[src/rtl/mem_addr_arbiter.sv]
// Two-requester memory address arbiter: IDLE -> ACCESS -> ACK, all outputs registered.
// Optional macro ARB_FIXED_PRIO_EN makes A win every tie (no round-robin history kept).
module mem_addr_arbiter #(
  parameter int ADDR_W        = 12,
  parameter int ACCESS_CYCLES = 2
) (
  input  logic              clk,
  input  logic              rst,
  input  logic              req_a,
  input  logic [ADDR_W-1:0] addr_a,
  input  logic              req_b,
  input  logic [ADDR_W-1:0] addr_b,
  output logic              gnt_a,
  output logic              gnt_b,
  output logic              sel,
  output logic [ADDR_W-1:0] addr_out,
  output logic              mem_en,
  output logic              ack_a,
  output logic              ack_b,
  output logic              busy
);

  typedef enum logic [1:0] {IDLE, ACCESS, ACK} state_t;

  localparam logic [3:0] CNT_LOAD = 4'(ACCESS_CYCLES - 1);

  state_t     state;
  logic [3:0] cnt;
  logic       pick_a;

`ifdef ARB_FIXED_PRIO_EN
  assign pick_a = req_a;
`else
  logic last_b;
  // On a tie A wins only if B was the one served most recently.
  assign pick_a = req_a && (!req_b || last_b);
`endif

  // sel doubles as the record of the current owner, so ACK knows whom to strobe.
  always_ff @(posedge clk or posedge rst) begin
    if (rst) begin
      state    <= IDLE;
      cnt      <= '0;
      gnt_a    <= 1'b0;
      gnt_b    <= 1'b0;
      sel      <= 1'b0;
      addr_out <= '0;
      mem_en   <= 1'b0;
      ack_a    <= 1'b0;
      ack_b    <= 1'b0;
      busy     <= 1'b0;
`ifndef ARB_FIXED_PRIO_EN
      last_b   <= 1'b1;
`endif
    end else begin
      case (state)
        IDLE: begin
          if (req_a || req_b) begin
            state    <= ACCESS;
            gnt_a    <= pick_a;
            gnt_b    <= !pick_a;
            sel      <= pick_a;
            addr_out <= pick_a ? addr_a : addr_b;
            mem_en   <= 1'b1;
            busy     <= 1'b1;
            cnt      <= CNT_LOAD;
`ifndef ARB_FIXED_PRIO_EN
            last_b   <= !pick_a;
`endif
          end
        end
        ACCESS: begin
          if (cnt == 4'd0) begin
            state  <= ACK;
            gnt_a  <= 1'b0;
            gnt_b  <= 1'b0;
            mem_en <= 1'b0;
            ack_a  <= sel;
            ack_b  <= !sel;
          end else begin
            cnt <= cnt - 4'd1;
          end
        end
        ACK: begin
          state <= IDLE;
          ack_a <= 1'b0;
          ack_b <= 1'b0;
          busy  <= 1'b0;
        end
        default: state <= IDLE;
      endcase
    end
  end

endmodule

[config.mk]
export PLATFORM = sky130hd
export DESIGN_NAME = mem_addr_arbiter
export DESIGN_NICKNAME = d
export VERILOG_FILES = /design/src/rtl/mem_addr_arbiter.sv
export SDC_FILE = /design/constraint.sdc
export NUM_CORES = 1
export LEC_CHECK = 0
export CAP_MARGIN = 0
export CORE_ASPECT_RATIO = 1.75
export CORE_MARGIN = 2
export CORE_UTILIZATION = 43
export CTS_CLUSTER_SIZE = 16
export DETAILED_ROUTE_END_ITERATION = 7
export PLACE_DENSITY = 0.84
export RECOVER_POWER = 100
export SLEW_MARGIN = 15
export SYNTH_ARGS = -nofsm -noshare
export SYNTH_HDL_FRONTEND = slang
export SYNTH_SLANG_ARGS = --single-unit
[constraint.sdc]
create_clock -name clk -period 2.4 [get_ports clk]
set_clock_uncertainty 0.15 [all_clocks]
set_input_delay 0.6 -clock clk [delete_from_list [all_inputs] [get_ports clk]]
set_output_delay 0.6 -clock clk [all_outputs]
set_load 0.01 [all_outputs]
==> summary.txt, run 1 <==
Outcome
  • Status: finished clean

Final layout
  • Layout cells sized above 1: 15.0%
  • Commonest non-fill, non-tap cells in the layout: dfrtp_1, clkdlybuf4s50_1, dlygate4sd3_1, and3_1, a221o_1
  • P&R area growth vs syn: 43.8%
  • # fillers: about 220
  • Final instance area: between 1500 and 2000 um2
  • Final nets: 184
  • # diodes: 0

Synthesis
  • Prevailing post-synth register cell: dfrtp_1
  • Post-Synth XOR/XNOR Area: 0%
  • EDFF count, synth: 0
  • Area share of the largest cell type after synthesis: 50.6%
  • Largest family of logic cells by synthesized area: compound AO/OA/AOI/OAI gates
  • Cell taking the most area after synthesis: dfrtp_1
  • Synthesis Warnings: 0
  • Post-synthesis adder-cell area fraction: under 10%
  • Area contributors post-synth: dfrtp_1, and3_1, a221o_1, a221o_2, a2111oi_4
  • Post-synthesis sequential area ratio: a little over half
  • Area share of and/or/nand/nor cells after synthesis: 16.1%
  • Synth Area in Compound Gates: around 22%
  • Mux cell area share after synthesis: 2.53%
  • Async SR Flop Fraction: 100%
  • Mapped Cells: 103
  • Syn_nets: roughly 130
  • Synth cell types: 38
  • Synth Cell Area: 1240 um2
  • #FFs+latches synth: 26
  • Average cell area after synthesis: approximately 12 um2

Min path
  • Hold Crit Class: register to register

CTS
  • Maximum clock path buffer count: 2
  • CTS buffer count: 3
  • CTS sink count: 26
  • H-tree levels: 1
  • Clock tree from TritonCTS: done
  • CTS clk-pin slew, worst paths: approximately 90 ps
  • Clk root buf: clkbuf_8
  • Post-CTS sizing: 0
  • Post-CTS setup buffers: 0
  • Post-CTS Hold Buffers: 0
  • Clk Latency, worst-skew pair: 270 ps

Global route
  • Congestion Overflow GR: 0
  • Largest net degree at the start of global routing: 27
  • Via count of the first global-routing pass: roughly 1.2k
  • All-Layer GR Usage: between 20% and 30%
  • First-pass GRT wire length: around 5.2 mm
  • Initial antenna violation count: 0

Floorplanning
  • Die X: between 40 and 50 um
  • Initial Util: between 40% and 50%
  • Row count: 25
  • Core area: approximately 2700 um2
  • Io pins: between 40 and 50
  • Die Y-Extent: roughly 75 um
  • Die area: between 3000 and 4000 um2

Place
  • PortBufs: 46
  • Hpwl dp: about 2.3 mm
  • Area after DPL: about 1700 um2
  • Routability Congestion: roughly 0.75
  • Place WS: 191 ps

Worst setup path
  • Crit path kind: input port to register
  • Cells on worst reg2reg path: 5
  • R2r endpoint: gnt_b$_DFFE_PP0P_
  • Crit path to: addr_out[8]$_DFFE_PP0P_
  • Crit-path max FO: 14
  • CP Launch Type: input port
  • Worst r2r src: cnt[0]$_DFFE_PP0P_
  • Crit. Startpoint: req_b
  • R2R setup slack: roughly 450 ps
  • CP arrival: between 2000 and 2500 ps
  • CP required: approximately 2400 ps
  • CP endpoint kind: register

Drt
  • Initial DRC count: 24
  • Post-Route WL: just over 3 mm
  • DRC: 0
  • WL/cell: 17.1 um
  • Avg Vias per Cell: about 5.6
  • ANT nets after route: 0
  • Vias post-DR: approximately 1.0k
  • DRT Pass-1 Iters: 2

Timing
  • Slew margin rel.: 57.6%
  • Fmax: 0.486 GHz
  • Tcrit/Tclk final: approximately 86%
  • Final WS setup: roughly 340 ps
  • Slew @ Worst Pin: between 600 and 700 ps
  • Final hold viol count: 0
  • Tmin final: approximately 2000 ps
  • Final TNS setup: 0 ps
  • Final setup fails: 0
  • Max Transition Viols Final: 0
  • Unrepaired setup endpoints after global routing: false

Power and ir drop
  • Power density over the cells: 1200 nW/um2
  • Pwr Total: 2.13 mW
  • VDD IR-drop max: around 0.64 mV
  • P_leak: around 0.85 nW

Job
  • Max cap viols: 0
state kept, by name, indices dropped and copies added (netlist names):
register and count:
gnt_a 1, ack_b 1, mem_en 1, busy 1, gnt_b 1, cnt 4, ack_a 1, addr_out 12
state 2, sel 1, last_b 1
Yosys cell counts (2+ instances only):
library cell and number:
mux2i_1 2, ha_1 2, nor3_1 4, nor2b_1 2
nand2_1 3, clkbuf_1 2, nand2b_1 2, nand3b_1 2
a221o_2 4, and3_1 13, buf_2 3, dfrtp_1 25
a221o_1 8, inv_1 6, nor2_1 2
routing by layer:
metal / vias to the layer above / track usage [%] / wire length, um
met3: 8 / 3.84 / 130
li1: 487 / - / -
met5: - / 0 / 0
met1: 490 / 24.8 / 1250
met2: 31 / 36.1 / 1620
met4: 0 / 9.09 / 79
cells by family after synthesis:
kind of cell / after synthesis
buffers and inverters: 13
multiplexers: 3
AND/OR/NAND/NOR: 32
AO/OA/AOI/OAI: 27
adder cells (fa/ha/maj): 2
flip-flops: 26
worst min path at each step:
stage                       start                  to  slack (ps)  cells after the start
6_report          sel$_DFFE_PP0P_   ack_b$_DFFE_PP0P_         350                      1
5_1_grt        mem_en$_DFFE_PP0P_  mem_en$_DFFE_PP0P_         370                      1
3_5_place_dp      sel$_DFFE_PP0P_   ack_b$_DFFE_PP0P_         330                      1
4_1_cts           sel$_DFFE_PP0P_   ack_b$_DFFE_PP0P_         360                      1
2_1_floorplan  cnt[1]$_DFFE_PP0P_  cnt[1]$_DFFE_PP0P_         350                      1
3_3_place_gp   mem_en$_DFFE_PP0P_  mem_en$_DFFE_PP0P_         320                      1
final cells by class:
| class | count | area (um2) | share of cell area, % |
|---|---|---|---|
| flip-flops and latches | 26 | 652 | 36.7 |
| clock buffers | 4 | 45.0 | 2.53 |
| inverters | 7 | 26.3 | 1.48 |
| well taps | 27 | 33.8 | 1.90 |
| repair buffers | 52 | 500 | 28.1 |
| multi-input cells | 64 | 520 | 29.3 |
critical path: stages:
cell and delay (ps):
dlygate4sd3_1 600, a21boi_0 140, clkbuf_2 210, and3_1 220, a221o_2 290
metrics by stage:
step / cells / util [%] / hold WS [ps]
global placement: 176 / 64.0 / 322
detailed placement: 176 / 64.0 / 331
finish: 180 / 65.3 / 353
floorplan: 103 / - / 348
global route: 180 / 65.3 / 369
CTS: 180 / 65.7 / 359
power by group:
group	internal (mW)	leakage [nW]	switching, mW
registers	0.648	0.314	0.176
logic	0.577	0.511	0.468
clock network	0.119	0.0228	0.137
total	1.34	0.848	0.782
Power figures use the tool's default switching activity.
==> inputs of run 2 (changes only) <==
- clock period: 2.4 -> 2.3 ns (I/O delays scaled with it)
==> summary.txt, run 2 (same netlist as run 1, synthesis figures left out) <==
Min path
  • Worst Min Path Start: mem_en$_DFFE_PP0P_
  • Hold Path Stages: 1 (unchanged)
  • Worst Hold Path EP: mem_en$_DFFE_PP0P_
  • Hold Crit Class: register to register

Worst setup path
  • R2R setup slack: 290 ps (-160 ps)
  • CP Launch Type: input port
  • Critical-path cell list: dlygate4sd3_1 > o21ai_0 > clkbuf_1 > a21bo_2
  • Crit-path max FO: 9 (-5)
  • Cells on worst reg2reg path: 5 (unchanged)
  • R2r endpoint: gnt_b$_DFFE_PP0P_
  • Worst r2r src: cnt[0]$_DFFE_PP0P_
  • Crit path kind: input port to register
  • CP arrival: 2070 ps (about the same)
  • CP required: 2320 ps (-90 ps)
  • Buf/Inv on CP: 2 (unchanged)
  • Crit path largest cell delay: 610 ps (about the same)
  • CP endpoint kind: register
  • Worst path slowest cell: dlygate4sd3_1
  • Cell family with most CP delay: buffers and inverters

CTS
  • Post-CTS setup buffers: 0 (unchanged)
  • H-tree levels: 1 (unchanged)
  • Post-CTS Hold Buffers: 0 (unchanged)
  • Post-CTS sizing: 0 (unchanged)
  • Clk root buf: clkbuf_8
  • Clock tree from TritonCTS: done
  • Maximum clock path buffer count: 2 (unchanged)
  • CTS sink count: 26 (unchanged)
  • CTS clk-pin slew, worst paths: 90 ps (about the same)
  • Clk Latency, worst-skew pair: 270 ps (about the same)
  • CTS buffer count: 3 (unchanged)

Global route
  • Via count of the first global-routing pass: 1,174 (+1.6%)
  • First-pass GRT wire length: 5.41 mm (+4.0%)
  • Largest net degree at the start of global routing: 27 (unchanged)
  • Initial antenna violation count: 0 (unchanged)
  • All-Layer GR Usage: 22.2% (+1.2 points)
  • Congestion Overflow GR: 0 (unchanged)

Final layout
  • Most flops, register: addr_out
  • Registers with the most flip-flops: addr_out: 12 flops, cnt: 4 flops, state: 2 flops
  • Commonest non-fill, non-tap cell in the layout: dfrtp_1
  • Fin util: 66.1% (+0.74 points)
  • # diodes: 0 (unchanged)
  • P&R area growth vs syn: 45.4%
  • Post-route insts no fill: 181 (+0.56%)
  • Layout cells sized above 1: 14.9% (-0.098 points)
  • Commonest non-fill, non-tap cells in the layout: dfrtp_1, clkdlybuf4s50_1, dlygate4sd3_1, and3_1, a221o_1
  • Largest register FFs: 12 (unchanged)
  • Final nets: 185 (+0.54%)

Drt
  • Met3 routed WL: 134 um (+3.1%)
  • Post-Route WL: 3.22 mm (+4.7%)
  • Highest routed layer: met4
  • DRT Pass-1 Iters: 4 (+2)
  • DRC: 0 (unchanged)
  • M1 WL: 1.25 mm (+0.16%)
  • ANT nets after route: 0 (unchanged)
  • WL/cell: 17.8 um (+4.1%)
  • Vias post-DR: 1,038 (+2.2%)
  • Initial DRC count: 18 (-25%)
  • DR WL met2: 1.73 mm (+7.0%)
  • Avg Vias per Cell: 5.73 (+1.6%)

Floorplanning
  • Die X: 44.5 um (unchanged)
  • Initial Util: 45.4% (unchanged)
  • Io pins: 47 (unchanged)
  • Row count: 25 (unchanged)
  • Core area: 2720 um2 (unchanged)
  • Die Y-Extent: 74.9 um (unchanged)
  • Die area: 3340 um2 (unchanged)

Timing
  • Tcrit/Tclk final: approximately 89%
  • Slew margin rel.: 57.9% (+0.32 points)
  • Unrepaired setup endpoints after global routing: false
  • Final TNS setup: 0 ps (unchanged)
  • Fmax: 0.486 GHz
  • Slew @ Worst Pin: 631 ps (-4.83 ps)
  • Final hold viol count: 0 (unchanged)
  • Final WS setup: 243 ps (-99.8 ps)
  • Max Transition Viols Final: 0 (unchanged)
  • Final setup fails: 0 (unchanged)
  • Tmin final: 2060 ps
  • Final hold slack: 338 ps (-14.9 ps)

Job
  • Max cap viols: 0 (unchanged)

Outcome
  • Status: finished clean

Power and ir drop
  • P_leak: 0.863 nW (+1.8%)
  • VDD IR-drop max: 0.727 mV (+13%)
  • Power density over the cells: 1290 nW/um2 (+8.2%)

Place
  • Place WS: 120 ps (-70.8 ps)
  • Dpl cells: 177 (+0.57%)
  • Routability Congestion: 0.712 (-5.1%)
  • PortBufs: 46 (unchanged)
  • Hpwl dp: 2.31 mm (+1.1%)
[run 2: area by class of cell]
cell class / count / area [um2]
fill: 218 / 923
sequential: 26 / 652
multi-input combinational: 64 / 508
timing repair buffer: 53 / 507
clock buffer: 3 / 41.3
tap: 27 / 33.8
clock inverter: 1 / 30.0
inverter: 7 / 26.3
[run 2: worst max-delay path by stage]
stage	cells after the start	start	end
CTS	5	cnt[0]$_DFFE_PP0P_	gnt_b$_DFFE_PP0P_
global route	4	req_a	mem_en$_DFFE_PP0P_
global placement	5	req_a	addr_out[8]$_DFFE_PP0P_
floorplan	5	cnt[0]$_DFFE_PP0P_	gnt_b$_DFFE_PP0P_
finish	4	req_a	mem_en$_DFFE_PP0P_
detailed placement	5	req_a	addr_out[4]$_DFFE_PP0P_
[run 2: report_power, final]
group	switching, mW	internal [mW]	leakage (nW)
combinational	0.486	0.600	0.513
clock	0.145	0.233	0.0357
sequential	0.185	0.676	0.314
[run 2: per-stage QoR]
stage | total power [mW] | area (um2)
5_1_grt | 2.48 | 1800
2_1_floorplan | 1.50 | 1240
3_3_place_gp | 1.99 | 1750
3_5_place_dp | 2.04 | 1750
4_1_cts | 2.43 | 1820
6_report | 2.33 | 1800
[run 2: per-layer routing]
layer,vias up,GRT usage (%)
met5,-,0
met4,0,12.1
met3,12,2.88
met2,35,37.0
met1,503,27.1
li1,488,-
==> inputs of run 3 (changes only) <==
- SETUP_SLACK_MARGIN: unset -> 0.5
==> summary.txt, run 3 (same netlist as run 1, synthesis figures left out) <==
Outcome
  • Status: finished clean

Job
  • Max cap viols: 0 (unchanged)

Floorplanning
  • Die X: 44.5 um (unchanged)
  • Row count: 25 (unchanged)
  • Die area: 3340 um2 (unchanged)
  • Initial Util: 45.4% (unchanged)
  • Core area: 2720 um2 (unchanged)
  • Die Y-Extent: 74.9 um (unchanged)
  • Io pins: 47 (unchanged)

Global route
  • Largest net degree at the start of global routing: 27 (unchanged)
  • Initial antenna violation count: 0 (unchanged)
  • Via count of the first global-routing pass: 1,189 (+1.3%)
  • First-pass GRT wire length: 5.53 mm (+2.2%)
  • Congestion Overflow GR: 0 (unchanged)
  • All-Layer GR Usage: 22.8% (+0.59 points)

Power and ir drop
  • Power density over the cells: 1290 nW/um2 (-0.22%)
  • Share of total power in combinational logic: 46.4% (-0.3 points)
  • VDD IR-drop max: 0.705 mV (-3.0%)
  • Sw Share: 36.0% (+0.88 points)
  • Seq pwr share: 37.2% (+0.2 points)
  • Clock network power share: 16.5% (+0.3 points)
  • P_leak: 0.895 nW (+3.7%)
  • Switching power total: 832 uW (+1.9%)
  • P_int: 1.48 mW (-1.9%)

CTS
  • Clk root buf: clkbuf_8
  • H-tree levels: 1 (unchanged)
  • CTS buffer count: 3 (unchanged)
  • Post-CTS Hold Buffers: 0 (unchanged)
  • CTS clk-pin slew, worst paths: 90 ps (about the same)
  • Maximum clock path buffer count: 2 (unchanged)
  • Clk Latency, worst-skew pair: 270 ps (about the same)
  • Clock tree from TritonCTS: done
  • CTS sink count: 26 (unchanged)

Final layout
  • Commonest non-fill, non-tap cells in the layout: dfrtp_1, clkdlybuf4s50_1, dlygate4sd2_1, and3_1, a221o_1
  • Layout cells sized above 1: 15.7% (+0.79 points)
  • Multi-input logic area: 508 um2 (unchanged)
  • # diodes: 0 (unchanged)
  • Final nets: 190 (+2.7%)
  • Registers with the most flip-flops: addr_out: 12 flops, cnt: 4 flops, state: 2 flops
  • # fillers: 231 (+6.0%)
  • FF+latch area: 652 um2 (unchanged)
  • Most flops, register: addr_out
  • Largest register FFs: 12 (unchanged)
  • Commonest non-fill, non-tap cell in the layout: dfrtp_1
  • P&R area growth vs syn: 44.9%
  • Fin util: 65.8% (-0.23 points)

Drt
  • ANT nets after route: 0 (unchanged)
  • DRT Pass-1 Iters: 4 (unchanged)
  • Avg Vias per Cell: 5.83 (+1.7%)
  • WL/cell: 17.8 um (+0.37%)
  • DRC: 0 (unchanged)
  • Initial DRC count: 19 (+1)
  • Post-Route WL: 3.32 mm (+3.1%)
  • Vias post-DR: 1,085 (+4.5%)

Min path
  • Worst Min Path Start: mem_en$_DFFE_PP0P_
  • Hold Path Stages: 1 (unchanged)
  • Hold Crit Class: register to register
  • Worst Hold Path EP: mem_en$_DFFE_PP0P_

Timing
  • Final setup fails: 0 (unchanged)
  • Tmin final: 1860 ps (-202 ps)
  • Fmax: 0.539 GHz (+11%)
  • Final hold viol count: 0 (unchanged)
  • Slew margin rel.: 58.4% (+0.52 points)
  • Final TNS setup: 0 ps (unchanged)
  • Tcrit/Tclk final: 80.7% (-8.8 points)
  • Final hold slack: 340 ps (+1.24 ps)
  • Max Transition Viols Final: 0 (unchanged)
  • Unrepaired setup endpoints after global routing: true
  • Slew @ Worst Pin: 624 ps (-7.84 ps)

Worst setup path
  • CP Launch Type: register
  • CP arrival: 1880 ps (-190 ps)
  • Worst path slowest cell: dfrtp_1
  • Worst r2r src: cnt[0]$_DFFE_PP0P_
  • Crit path depth: 6 (+2)
  • Buf/Inv on CP: 2 (unchanged)
  • R2r endpoint: gnt_b$_DFFE_PP0P_
  • Crit-path max FO: 6 (-3)
  • CP endpoint kind: register
  • Crit path kind: register to register
  • Cell family with most CP delay: flip-flops
  • Critical-path cell list: inv_1 > ha_1 > nor3b_1 > nand3b_1 > buf_4 > a32o_1
  • Crit path largest cell delay: 420 ps (-190 ps)
  • R2R setup slack: 440 ps (+150 ps)
  • CP required: 2320 ps (about the same)
  • Cells on worst reg2reg path: 6 (+1)

Place
  • PortBufs: 46 (unchanged)
  • Routability Congestion: 0.712 (unchanged)
  • Hpwl dp: 2.31 mm (unchanged)
[run 3: power groups by stage]
| stage | Combinational, mW | Sequential, mW | Clock (mW) |
|---|---|---|---|
| 2_1_floorplan | 0.622 | 0.882 | 0 |
| 3_3_place_gp | 1.12 | 0.866 | 0 |
| 3_5_place_dp | 1.16 | 0.878 | 0 |
| 4_1_cts | 1.12 | 0.875 | 0.380 |
| 5_1_grt | 1.18 | 0.889 | 0.395 |
| 6_report | 1.07 | 0.859 | 0.381 |
[run 3: area by class of cell]
class                   instances  share of cell area, %
clock buffers                   3                   2.30
clock inverters                 1                   1.68
inverters                       7                   1.47
multi-input cells              64                   28.4
flip-flops and latches         26                   36.4
well taps                      27                   1.89
repair buffers                 58                   27.9
[run 3: how the worst max path moves through the flow]
| stage | from | end | slack, ps |
|---|---|---|---|
| after detailed placement | req_a | addr_out[4]$_DFFE_PP0P_ | 120 |
| after global routing | cnt[0]$_DFFE_PP0P_ | cnt[0]$_DFFE_PP0P_ | 330 |
| final | cnt[0]$_DFFE_PP0P_ | gnt_b$_DFFE_PP0P_ | 440 |
| after CTS | cnt[0]$_DFFE_PP0P_ | gnt_b$_DFFE_PP0P_ | 550 |
| after floorplan | cnt[0]$_DFFE_PP0P_ | gnt_b$_DFFE_PP0P_ | 590 |
| after global placement | req_a | addr_out[8]$_DFFE_PP0P_ | 150 |
[run 3: metrics by stage]
stage | area, um2 | total power [mW] | worst slack [ps] | instances
finish | 1790 | 2.31 | 445 | 186
global route | 1790 | 2.46 | 334 | 186
CTS | 1830 | 2.37 | 550 | 185
detailed placement | 1750 | 2.04 | 120 | 177
global placement | 1750 | 1.99 | 151 | 177
floorplan | 1240 | 1.50 | 593 | 103
[run 3: metal layers]
layer	part of all wire (%)	GRT usage [%]	vias up
li1	-	-	500
met1	38	27.4	532
met2	54	38.6	38
met3	4.2	2.88	15
met4	3.5	12.1	0
met5	0	0	-
[run 3: timing repair]
item,CTS,global route
endpoints found under the setup margin,39,7
gates resized for setup,22,4
pin swaps,1,0
setup buffers,3,1
cloned,1,0
